### src/rtl/simon_keyexp_stream_if.sv
// -----------------------------------------------------------------------------
// simon_keyexp_stream_if
// Bundles the control, key-load, round-key stream and table read signals of
// the SIMON key-schedule engine.
//   start      : pulse, accept key and (re)start expansion
//   key        : M*N key words, key word 0 in the least significant N bits
//   busy       : expansion in progress
//   done       : all T keys valid in the table
//   key_valid  : key_out/key_idx carry a new round key this cycle
//   key_out    : streamed round key
//   key_idx    : round index of key_out
//   rd_addr    : table read address
//   rd_key     : table word at rd_addr, one cycle later
// master drives start/key/rd_addr, slave is the key-schedule engine.
// -----------------------------------------------------------------------------
interface simon_keyexp_stream_if #(
    parameter int N  = 16,
    parameter int M  = 4,
    parameter int AW = 5
);
    logic             start;
    logic [M*N-1:0]   key;
    logic             busy;
    logic             done;
    logic             key_valid;
    logic [N-1:0]     key_out;
    logic [AW-1:0]    key_idx;
    logic [AW-1:0]    rd_addr;
    logic [N-1:0]     rd_key;

    modport master (
        output start, key, rd_addr,
        input  busy, done, key_valid, key_out, key_idx, rd_key
    );

    modport slave (
        input  start, key, rd_addr,
        output busy, done, key_valid, key_out, key_idx, rd_key
    );
endinterface

### src/rtl/simon_keyexp_stream.sv
// -----------------------------------------------------------------------------
// simon_keyexp_stream
// Parametrised SIMON key-schedule engine. A start pulse loads M key words into
// a sliding window; each GEN cycle emits the oldest window word as the next
// round key, writes it to an internal T-entry table and shifts in a freshly
// generated word. A new start aborts any run in progress.
// Ports:
//   clk  : rising-edge clock
//   nR   : asynchronous active-low reset
//   bus  : simon_keyexp_stream_if.slave (start/key in, stream and status out,
//          table read port rd_addr -> rd_key with one cycle of latency)
// -----------------------------------------------------------------------------
module simon_keyexp_stream #(
    parameter int          N  = 16,
    parameter int          M  = 4,
    parameter int          T  = 32,
    // z0; bit j is the j-th sequence element
    parameter logic [61:0] Z  = 62'b0110011100001101010010001011111_0110011100001101010010001011111,
    parameter int          AW = 5
) (
    input logic                    clk,
    input logic                    nR,
    simon_keyexp_stream_if.slave   bus
);

    localparam int IW = (T > 1) ? $clog2(T) : 1;

    generate
        if (M < 2 || M > 4) begin : g_bad_m
            $error("simon_keyexp_stream: M must be 2, 3 or 4");
        end
        if (AW < IW) begin : g_bad_aw
            $error("simon_keyexp_stream: AW too narrow for T");
        end
    endgenerate

    typedef enum logic [1:0] {IDLE, LOAD, GEN, DONE} state_t;

    state_t         state_q;
    logic [N-1:0]   win_q [M];
    logic [AW-1:0]  idx_q;
    logic [5:0]     zi_q;
    logic           busy_q;
    logic           done_q;
    logic           key_valid_q;
    logic [N-1:0]   key_out_q;
    logic [AW-1:0]  key_idx_q;

    // Table: plain array (no reset) plus a per-entry valid bitmap that is
    // cleared on reset, so a freshly reset table reads as all zeros.
    logic [N-1:0]   table_mem [T];
    logic [T-1:0]   valid_q;
    logic [N-1:0]   rd_data_q;
    logic           rd_ok_q;

    logic [N-1:0]   key_words  [M];
    logic [N-1:0]   win_shift  [M];
    logic [N-1:0]   tmp_w;
    logic [N-1:0]   new_word;
    logic           wr_en;
    logic           rd_in_range;

    function automatic logic [N-1:0] ror(input logic [N-1:0] x, input int r);
        return (x >> r) | (x << (N - r));
    endfunction

    // Unpack the key bus and build the shifted window (new word enters on top).
    genvar gi;
    generate
        for (gi = 0; gi < M; gi++) begin : g_win
            assign key_words[gi] = bus.key[gi*N +: N];
            if (gi == M - 1) begin : g_top
                assign win_shift[gi] = new_word;
            end else begin : g_mid
                assign win_shift[gi] = win_q[gi+1];
            end
        end
    endgenerate

    // Next key word. ~win[0] ^ 3 folds the round constant c = 2^N - 4.
    always_comb begin
        tmp_w = ror(win_q[M-1], 3);
        if (M == 4) begin
            tmp_w = tmp_w ^ win_q[1];
        end
        new_word = ~win_q[0] ^ tmp_w ^ ror(tmp_w, 1) ^ N'(Z[zi_q]) ^ N'(3);
    end

    // start has priority, so an aborted GEN cycle neither streams nor writes.
    assign wr_en       = (state_q == GEN) && !bus.start;
    assign rd_in_range = ({1'b0, bus.rd_addr} < (AW+1)'(T));

    always_ff @(posedge clk or negedge nR) begin
        if (!nR) begin
            state_q     <= IDLE;
            for (int i = 0; i < M; i++) begin
                win_q[i] <= '0;
            end
            idx_q       <= '0;
            zi_q        <= '0;
            busy_q      <= 1'b0;
            done_q      <= 1'b0;
            key_valid_q <= 1'b0;
            key_out_q   <= '0;
            key_idx_q   <= '0;
        end else begin
            key_valid_q <= 1'b0;
            if (bus.start) begin
                state_q <= LOAD;
                busy_q  <= 1'b1;
                done_q  <= 1'b0;
            end else begin
                case (state_q)
                    IDLE: ;
                    LOAD: begin
                        win_q   <= key_words;
                        idx_q   <= '0;
                        zi_q    <= '0;
                        state_q <= GEN;
                    end
                    GEN: begin
                        key_out_q   <= win_q[0];
                        key_idx_q   <= idx_q;
                        key_valid_q <= 1'b1;
                        win_q       <= win_shift;
                        idx_q       <= idx_q + AW'(1);
                        zi_q        <= (zi_q == 6'd61) ? 6'd0 : zi_q + 6'd1;
                        if (idx_q == AW'(T - 1)) begin
                            state_q <= DONE;
                        end
                    end
                    DONE: begin
                        done_q  <= 1'b1;
                        busy_q  <= 1'b0;
                        state_q <= IDLE;
                    end
                    default: state_q <= IDLE;
                endcase
            end
        end
    end

    // Valid bitmap and read qualifier. Sampling valid_q before this edge's
    // update gives read-before-write behaviour, matching the data array.
    always_ff @(posedge clk or negedge nR) begin
        if (!nR) begin
            valid_q <= '0;
            rd_ok_q <= 1'b0;
        end else begin
            rd_ok_q <= rd_in_range && valid_q[bus.rd_addr[IW-1:0]];
            if (wr_en) begin
                valid_q[idx_q[IW-1:0]] <= 1'b1;
            end
        end
    end

    always_ff @(posedge clk) begin
        if (wr_en) begin
            table_mem[idx_q[IW-1:0]] <= win_q[0];
        end
        rd_data_q <= table_mem[bus.rd_addr[IW-1:0]];
    end

    assign bus.busy      = busy_q;
    assign bus.done      = done_q;
    assign bus.key_valid = key_valid_q;
    assign bus.key_out   = key_out_q;
    assign bus.key_idx   = key_idx_q;
    assign bus.rd_key    = rd_ok_q ? rd_data_q : '0;

endmodule
### src/flat_wrapper.sv
// flat-port wrapper written by rule: the top's interface ports become plain ports
module simon_keyexp_stream_flat 
#(
    parameter int          N  = 16,
    parameter int          M  = 4,
    parameter int          T  = 32,
                                             
    parameter logic [61:0] Z  = 62'b0110011100001101010010001011111_0110011100001101010010001011111,
    parameter int          AW = 5
)
  (clk, nR, bus_start, bus_key, bus_rd_addr, bus_busy, bus_done, bus_key_valid, bus_key_out, bus_key_idx, bus_rd_key);
  simon_keyexp_stream_if #(.N(N), .M(M), .AW(AW)) bus_i ();
  input logic clk;
  input logic nR;
  input wire logic [$bits(bus_i.start)-1:0] bus_start;
  input wire logic [$bits(bus_i.key)-1:0] bus_key;
  input wire logic [$bits(bus_i.rd_addr)-1:0] bus_rd_addr;
  output wire logic [$bits(bus_i.busy)-1:0] bus_busy;
  output wire logic [$bits(bus_i.done)-1:0] bus_done;
  output wire logic [$bits(bus_i.key_valid)-1:0] bus_key_valid;
  output wire logic [$bits(bus_i.key_out)-1:0] bus_key_out;
  output wire logic [$bits(bus_i.key_idx)-1:0] bus_key_idx;
  output wire logic [$bits(bus_i.rd_key)-1:0] bus_rd_key;
  assign bus_i.start = bus_start;
  assign bus_i.key = bus_key;
  assign bus_i.rd_addr = bus_rd_addr;
  assign bus_busy = bus_i.busy;
  assign bus_done = bus_i.done;
  assign bus_key_valid = bus_i.key_valid;
  assign bus_key_out = bus_i.key_out;
  assign bus_key_idx = bus_i.key_idx;
  assign bus_rd_key = bus_i.rd_key;
  simon_keyexp_stream #(.N(N), .M(M), .T(T), .Z(Z), .AW(AW)) u_core (.clk(clk), .nR(nR), .bus(bus_i));
endmodule
### config.mk
export PLATFORM = sky130hd
export DESIGN_NAME = simon_keyexp_stream_flat
export DESIGN_NICKNAME = d
export VERILOG_FILES = /design/src/rtl/simon_keyexp_stream_if.sv /design/src/rtl/simon_keyexp_stream.sv /design/src/flat_wrapper.sv
export SDC_FILE = /design/constraint.sdc
export NUM_CORES = 1
export LEC_CHECK = 0
export CORE_MARGIN = 4
export CORE_UTILIZATION = 24
export DETAILED_ROUTE_END_ITERATION = 10
export SYNTH_ARGS = -nofsm -noshare
export SYNTH_HDL_FRONTEND = slang
export SYNTH_SLANG_ARGS = --single-unit
### constraint.sdc
create_clock -name clk -period 3.3 [get_ports clk]
set_clock_uncertainty 0.1 [all_clocks]
set_input_delay 0.495 -clock clk [delete_from_list [all_inputs] [get_ports clk]]
set_output_delay 0.495 -clock clk [all_outputs]
set_load 0.05 [all_outputs]
==> impl.org, run 1 <==
** Logic synthesis
- Synth Instances :: 1410
- Of the post-synthesis cell area, the dominant cell type holds 58.3%.
- Most instantiated flip-flop cell in the synthesis netlist :: sky130_fd_sc_hd__edfxtp_1
- Count of flip-flops with a built-in enable after synthesis :: 512
- Of all cell types, the one taking the most synthesized area is sky130_fd_sc_hd__edfxtp_1.
- During synthesis, Yosys emitted a total of 0 warnings.
- Summed instance area of the synthesized netlist :: 26400 um2
- In the synthesized netlist the async set-or-reset flop fraction comes to 20.2%.
- Counting flops and latches in the post-synthesis netlist gives 662.
- Post-synthesis cell type count :: 44
- Seq/Total Area, Yosys :: 72.3%
- A synthesized cell averages 18.7 um2.
- Net count of the mapped netlist :: 1495
- Most area-consuming cells after synthesis :: sky130_fd_sc_hd__edfxtp_1 58%, sky130_fd_sc_hd__mux4_2 15%, sky130_fd_sc_hd__dfrtp_1 13%, sky130_fd_sc_hd__mux2i_1 2.4%, sky130_fd_sc_hd__nand2_1 2.0%

** Finish
- The net count of the finished layout is 1680.
- Commonest non-fill, non-tap cells in the layout :: 512 x sky130_fd_sc_hd__edfxtp_1, 171 x sky130_fd_sc_hd__mux4_2, 140 x sky130_fd_sc_hd__nand2_1, 134 x sky130_fd_sc_hd__dfrtp_1, 106 x sky130_fd_sc_hd__clkdlybuf4s50_1
- In the final layout, the share of cells above drive strength 1 is 23.0%.
- Area overhead of the layout relative to synthesis :: 21.7%
- Leaving out fill and tap cells, the most frequent cell in the layout is sky130_fd_sc_hd__edfxtp_1.

** Setup path
- Startpoint-to-endpoint class of the critical path :: reg -> out
- Critical Path Fanout Max :: 16
- STA classifies the critical path endpoint as a primary output.
- Endpoint required time on the critical path :: 2.70 ns
- STA classifies the critical path startpoint as a flip-flop.
- Data on the critical path arrives at its endpoint at 2.32 ns.

** Pwr
- Sequential Power Share :: 45.9%
- In this run the static leakage power is 10.9 nW.
- Areal power density over the cells :: 747 nW/um2
- Summed over all nets, the switching power comes to 0.00697 W.
- Share of power burned in the clock network :: 34.3%
- Pwr Total :: 0.0240 W
- VDD sags by at most 0.496 mV.
- Net switching is 29.1% of the power.
- The internal portion of the total power is 0.0170 W.
- Per report_power, the combinational group accounts for 19.8% of the total.

** Clocking
- Worst-Skew Late Latency :: 0.62 ns
- CTS tree :: built
- Root cell of the clock tree :: sky130_fd_sc_hd__clkbuf_16
- The clock passes through at most 3 buffers.
- Gates resized during post-CTS repair numbered 0.
- Sinks on Clock Net :: 662
- The H-tree generated during clock tree synthesis spans 3 levels.
- Number of buffers created by CTS :: 72
- Clock slew at reported path FFs :: 0.06 ns

** STA
- Period utilization :: 88.3%
- Relative max-transition margin :: 54.0%
- Setup repair after global routing missed its margin :: false
- Final count of negative-setup-slack endpoints :: 0
- Setup slack on the critical path of the routed design comes to 0.385 ns.
- The clock period could shrink to 2.91 ns.
- For this run, the top clock speed supported by timing is 343 MHz.
- Final count of hold timing violations :: 0
- The final number of max-transition violations is 0.
- The tightest hold path in the finished design has a slack of 0.361 ns.
- For the pin with the worst max-slew slack, the measured transition is 0.690 ns.
- In the final timing run, aggregate negative setup slack is 0 ns.

** Drt
- Detailed Route WL :: 66.2 mm
- Drc violations :: 0
- Wire length per cell :: 21.6 um
- The routed layout has 13600 vias.
- The detailed router finished its first iteration with 1188 violations.
- 1st-pass router iterations :: 4
- The detail route stage leaves a number of antenna-violating nets equal to 0.
- Via density per instance :: 4.44

** Placement
- The wire-length estimate of the detail-placed layout is 41.6 mm.
- OpenSTA, run right after detailed placement, puts the worst setup slack at 0.423 ns.
- At the end of routability-driven placement, the weighted congestion stood at 0.749.
- Port-buffer cells :: 111

** Global routing
- The number of antenna violations at the first check in global routing came to 2.
- Summed over all layers, the global routing overflow is 0.
- The first global-routing pass estimated 97.8 mm of wire.
- The via count of the first global-routing pass was 14300.
- Maximum number of pins on one net before global-route repair :: 82
- Total GRT Usage :: 11.4%

** Run status
- Result of the run :: finished clean

** Floorplanning
- In this run the vertical extent of the chip is 339 um.
- Die Span X :: 339 um
- Initial Utilization :: 24.2%
- # IOs :: 112
- Die Footprint :: 115000 um2
- Number of rows in the core area :: 121
- Core Region :: 109000 um2

** Flow run
- Number of violations of the max-capacitance limit :: 0

** Min path
- The min-delay analysis places its worst path in the category reg -> reg.
==> cell type report <==
type	count	area, um2
fill	10700	76900
antenna	1	2.50
timing repair buffer	185	1840
multi-input combinational	664	6950
inverter	10	37.5
clock inverter	41	472
sequential	662	19000
clock buffer	93	1960
tap	1414	1770
==> power groups by stage <==
stage                     clock network (W)  registers [W]  logic (W)
after floorplan                           0         0.0118    0.00222
after global placement                    0         0.0112    0.00470
after detailed placement                  0         0.0112    0.00486
after CTS                           0.00841         0.0110    0.00487
after global routing                0.00879         0.0111    0.00519
final                               0.00822         0.0110    0.00475
==> routing by layer <==
metal	GRT usage (%)	up-vias	wire [um]
met1	15.7	7250	29100
met2	18.5	420	32100
met4	3.17	0	1240
met3	2.04	75	3790
li1	-	5882	-
met5	0	-	0
==> final timing paths <==
path,startpoint,end,slack [ns],depth (start not counted)
min in group asynchronous,nR,u_core.win_q[19],0.37,2
worst max register to register,u_core.state_q[0],u_core.table_mem[30][14],0.95,7
worst max-delay path,u_core.rd_ok_q,bus_rd_key[10],0.39,2
worst min register to register,u_core.valid_q[31],u_core.valid_q[31],0.36,1
worst min-delay path,u_core.valid_q[31],u_core.valid_q[31],0.36,1
max in group asynchronous,nR,u_core.valid_q[6],1.95,3
==> per-stage QoR <==
step | std cells | cell area (um2) | utilization, %
after floorplan | 1410 | 26400 | -
after global placement | 2934 | 29600 | 27.2
after detailed placement | 2934 | 29600 | 27.2
after CTS | 3069 | 32100 | 29.4
after global routing | 3069 | 32100 | 29.4
final | 3070 | 32100 | 29.4
==> timing repair <==
action | CTS | global route
hold buffers | 1 | 0
setup buffers | 0 | 0
hold endpoints to repair | 64 | 0
==> Yosys cell counts (2+ instances only) <==
cell type	number
sky130_fd_sc_hd__buf_1	11
sky130_fd_sc_hd__dfxtp_1	16
sky130_fd_sc_hd__and2_1	16
sky130_fd_sc_hd__inv_1	9
sky130_fd_sc_hd__buf_2	17
sky130_fd_sc_hd__clkbuf_1	41
sky130_fd_sc_hd__mux2i_1	63
sky130_fd_sc_hd__xnor2_1	34
sky130_fd_sc_hd__o21ai_1	75
sky130_fd_sc_hd__buf_6	5
sky130_fd_sc_hd__nand2_1	140
sky130_fd_sc_hd__o31ai_1	4
sky130_fd_sc_hd__or2_1	34
sky130_fd_sc_hd__xor2_1	16
sky130_fd_sc_hd__ha_1	13
sky130_fd_sc_hd__dfrtp_1	134
sky130_fd_sc_hd__edfxtp_1	512
sky130_fd_sc_hd__mux4_2	171
sky130_fd_sc_hd__nand3b_1	3
sky130_fd_sc_hd__or3b_1	2
sky130_fd_sc_hd__nand3_1	8
sky130_fd_sc_hd__a21oi_1	5
sky130_fd_sc_hd__nor2_1	43
sky130_fd_sc_hd__mux2_2	18
==> critical path: stages, from the launching register on <==
cell	delay (ns)
sky130_fd_sc_hd__dfrtp_1	0.65
sky130_fd_sc_hd__and2_1	0.23
sky130_fd_sc_hd__clkdlybuf4s50_1	0.81
==> state kept, by name, summed over array words and instances, names as in the netlist, 2 cells and up <==
register / cells
u_core.zi_q: 6
u_core.bus.key_out: 16
u_core.idx_q: 5
u_core.table_mem: 512
u_core.win_q: 64
u_core.rd_data_q: 16
u_core.state_q: 2
u_core.bus.key_idx: 5
u_core.valid_q: 32
==> cells by family (layout without fill, tap and decap cells) <==
logic type               after synthesis  count (layout)  synth area share [%]
XOR/XNOR                              50              50                  1.66
AO/OA/AOI/OAI                         94              94                  1.92
multiplexers                         252             252                  17.8
other                                  0               1                     0
flip-flops                           662             662                  72.3
adder cells (fa/ha/maj)               13              13                 0.617
buffers and inverters                 84             329                  1.42
AND/OR/NAND/NOR                      255             255                  4.33
(Power assumes the default switching activity.)
==> inputs of run 2 (changes only) <==
Settings changed: CORE_MARGIN 4 to 2.
==> impl.org, run 2 (synthesized netlist as in run 1, its figures left out) <==
** Run status
- The flow ran to the end, and the final reports show no timing, DRC or antenna violations.

** Clocking
- The number of gates given a new drive strength after cts came to 0 (unchanged).
- Number of buffers created by CTS :: 73 (+1.4%)
- CTS tree :: built
- The sink count of the clock tree is 662 (unchanged).
- Worst-Skew Late Latency :: 0.61 ns (about the same)
- The H-tree depth is 3 (unchanged).
- Clock slew at reported path FFs :: 0.06 ns (about the same)
- The number of buffers between clock root and the deepest sink is 3 (unchanged).
- Root cell of the clock tree :: sky130_fd_sc_hd__clkbuf_16

** Setup path
- The required time reported for the critical path endpoint was 2.70 ns (about the same).
- STA classifies the critical path endpoint as a primary output.
- STA classifies the critical path startpoint as a flip-flop.
- Startpoint-to-endpoint class of the critical path :: reg -> out
- Worst-path cell with the longest stage delay :: sky130_fd_sc_hd__clkdlybuf4s50_1
- Critical Path Fanout Max :: 16 (unchanged)
- Endpoint of the lowest-slack register-to-register path :: u_core.table_mem[27][4]
- The signal on the critical path passes through and2_1 -> clkdlybuf4s50_1.
- Critical path arrival :: 2.39 ns (+0.07 ns)
- The depth of the most critical reg-to-reg path came to 7 (unchanged).
- Origin of the critical flop-to-flop path :: u_core.state_q[0]
- Reg-to-reg slack, setup :: 0.92 ns (-0.03 ns)
- Delay of the slowest cell on the worst path :: 0.83 ns (+0.02 ns)

** STA
- The final critical-path required period is 2.99 ns (+0.0741 ns).
- The worst-case setup margin in the final layout was 0.311 ns (-0.0741 ns).
- Setup repair after global routing left no endpoint under its margin.
- The final number of max-transition violations came to 0 (unchanged).
- Max Clock Freq :: 335 MHz (-2.5%)
- Accumulated negative setup slack :: 0 ns (unchanged)
- The count of final hold-check violations was 0 (unchanged).
- Final count of negative-setup-slack endpoints :: 0 (unchanged)
- The actual transition at the worst max-transition pin was 0.893 ns (+0.203 ns).
- The final period utilization was 90.6% (+2.2 points).
- The smallest hold slack was 0.364 ns (+0.00294 ns).
- Relative max-transition margin :: 40.5% (-14 points)

** Drt
- 1st-pass router iterations :: 5 (+1)
- The initial DRC count came to 979 (-18%).
- The number of design rule violations left after detail routing was 0 (unchanged).
- The total vias in the final route came to 13400 (-1.9%).
- The sum of routed wire length over all layers came to 65.2 mm (-1.4%).
- Via density per instance :: 4.36 (-1.8%)
- The final routed wire length divided by cell count was 21.3 um (-1.3%).
- The post-detailed-route count of antenna-violating nets is 0 (unchanged).

** Finish
- The final cell utilization of the core came to 29.4% (-0.056 points).
- The area of the multi-input gates is 6950 um2 (unchanged).
- Commonest non-fill, non-tap cells in the layout :: 512 x sky130_fd_sc_hd__edfxtp_1, 171 x sky130_fd_sc_hd__mux4_2, 140 x sky130_fd_sc_hd__nand2_1, 134 x sky130_fd_sc_hd__dfrtp_1, 106 x sky130_fd_sc_hd__clkdlybuf4s50_1
- Number of flip-flops under the largest register name :: 512 (unchanged)
- The area growth from synthesis to layout is 21.3%.
- The library cell used most frequently in the layout, excluding fill and tap cells, is sky130_fd_sc_hd__edfxtp_1.
- The fill cell instance count of the final layout is 10600 (-0.95%).
- Net count of the finished layout :: 1678 (-0.12%)
- Register area :: 19000 um2 (unchanged)
- The fraction of final layout cells sized beyond drive strength 1 is 22.4% (-0.55 points).

** Global routing
- The number of antenna violations at the first check in global routing was 2 (unchanged).
- Global-route wire length before repair :: 96.0 mm (-1.8%)
- Total GRT Usage :: 11.6% (+0.20 points)
- Maximum number of pins on one net before global-route repair :: 127 (+55%)
- The total grt overflow came to 0 (unchanged).
- Number of global-route vias before repair :: 14100 (-1.0%)

** Placement
- The worst slack after detailed placement came to 0.390 ns (-0.0337 ns).
- The final weighted congestion in routability-driven placement was 0.767 (+2.4%).
- Port-buffer cells :: 111 (unchanged)
- The half-perimeter wire length of the detailed placement result came to 41.4 mm (-0.53%).

** Floorplanning
- The vertical extent of the die was 335 um (-1.2%).
- Die Footprint :: 112000 um2 (-2.3%)
- The number of rows in the core area was 121 (unchanged).
- # IOs :: 112 (unchanged)
- Initial Utilization :: 24.2% (+0.034 points)
- The x dimension of the die came to 335 um (-1.2%).
- The core region area was 109000 um2 (-0.14%).

** Pwr
- Areal power density over the cells :: 744 nW/um2 (-0.37%)
- The static leakage power is 10.8 nW (-0.43%).
- Largest vdd supply drop :: 0.384 mV (-23%)

** Min path
- For hold timing, the worst endpoint is u_core.valid_q[8].
- Launch instance of the worst min-delay path :: u_core.valid_q[8]
- Hold crit path type :: reg -> reg
- The number of cells on the worst hold path came to 1 (unchanged).

** Flow run
- The number of max-cap violations came to 0 (unchanged).
==> run 2: cell types whose count changed in the layout (fill, tap and decap cells not counted) <==
cell                         change
sky130_fd_sc_hd__buf_12          -2
sky130_fd_sc_hd__clkinv_1        +7
sky130_fd_sc_hd__buf_4           -1
sky130_fd_sc_hd__clkinv_2        -3
sky130_fd_sc_hd__clkinv_8        -1
sky130_fd_sc_hd__clkbuf_8        -1
sky130_fd_sc_hd__inv_6           +2
sky130_fd_sc_hd__bufinv_16       -1
sky130_fd_sc_hd__clkinvlp_4      -3
sky130_fd_sc_hd__clkbuf_1        -1
==> run 2: worst max path at each step <==
stage                     depth (start not counted)            from              endpoint
after global routing                              2  u_core.rd_ok_q        bus_rd_key[12]
after floorplan                                   6  bus_rd_addr[1]        u_core.rd_ok_q
final                                             2  u_core.rd_ok_q        bus_rd_key[12]
after CTS                                         2  u_core.rd_ok_q        bus_rd_key[12]
after detailed placement                          5  bus_rd_addr[0]  u_core.rd_data_q[13]
after global placement                            5  bus_rd_addr[0]  u_core.rd_data_q[13]
==> run 2: layer usage <==
| layer | vias up | part of all wire, % | global-route usage (%) |
|---|---|---|---|
| li1 | 5886 | - | - |
| met1 | 7031 | 43 | 15.3 |
| met2 | 367 | 50 | 19.6 |
| met3 | 84 | 5.4 | 1.91 |
| met4 | 0 | 1.9 | 3.12 |
| met5 | - | 0 | 0 |
==> run 2: metrics by stage <==
stage	std cells	area [um2]	total power, W
final	3066	32000	0.0238
after global routing	3065	32000	0.0248
after CTS	3065	32000	0.0242
after detailed placement	2931	29600	0.0160
after global placement	2931	29600	0.0159
after floorplan	1410	26400	0.0140
==> run 2: repair_timing <==
action	in CTS	in global routing
endpoints found under the hold margin	83	0
setup endpoints to repair	0	0
hold buffers	1	0
buffers inserted	0	0
==> run 2: critical path, delay by kind of cell (launching register included) <==
kind / cells / cell delay [ns]
buffers and inverters: 1 / 0.83
DFF: 1 / 0.71
and+or+nand+nor: 1 / 0.26
==> run 2: power breakdown <==
| part | internal [W] | total [W] | switching, W |
|---|---|---|---|
| clock | 0.00477 | 0.00810 | 0.00333 |
| combinational | 0.00166 | 0.00470 | 0.00304 |
| sequential | 0.0105 | 0.0110 | 0.000559 |
==> run 2: cell type report <==
cell class	count	share of cell area (%)
timing repair buffer	182	5.61
sequential	662	59.6
multi-input combinational	664	21.7
clock buffer	91	6.09
antenna	1	0.00783
tap	1414	5.53
clock inverter	42	1.35
inverter	10	0.117
==> inputs of run 3 (changes only) <==
Settings changed: SLEW_MARGIN set to 10.
==> results of run 3 <==
No change in the layout: final DEF, timing and power equal those of run 2.
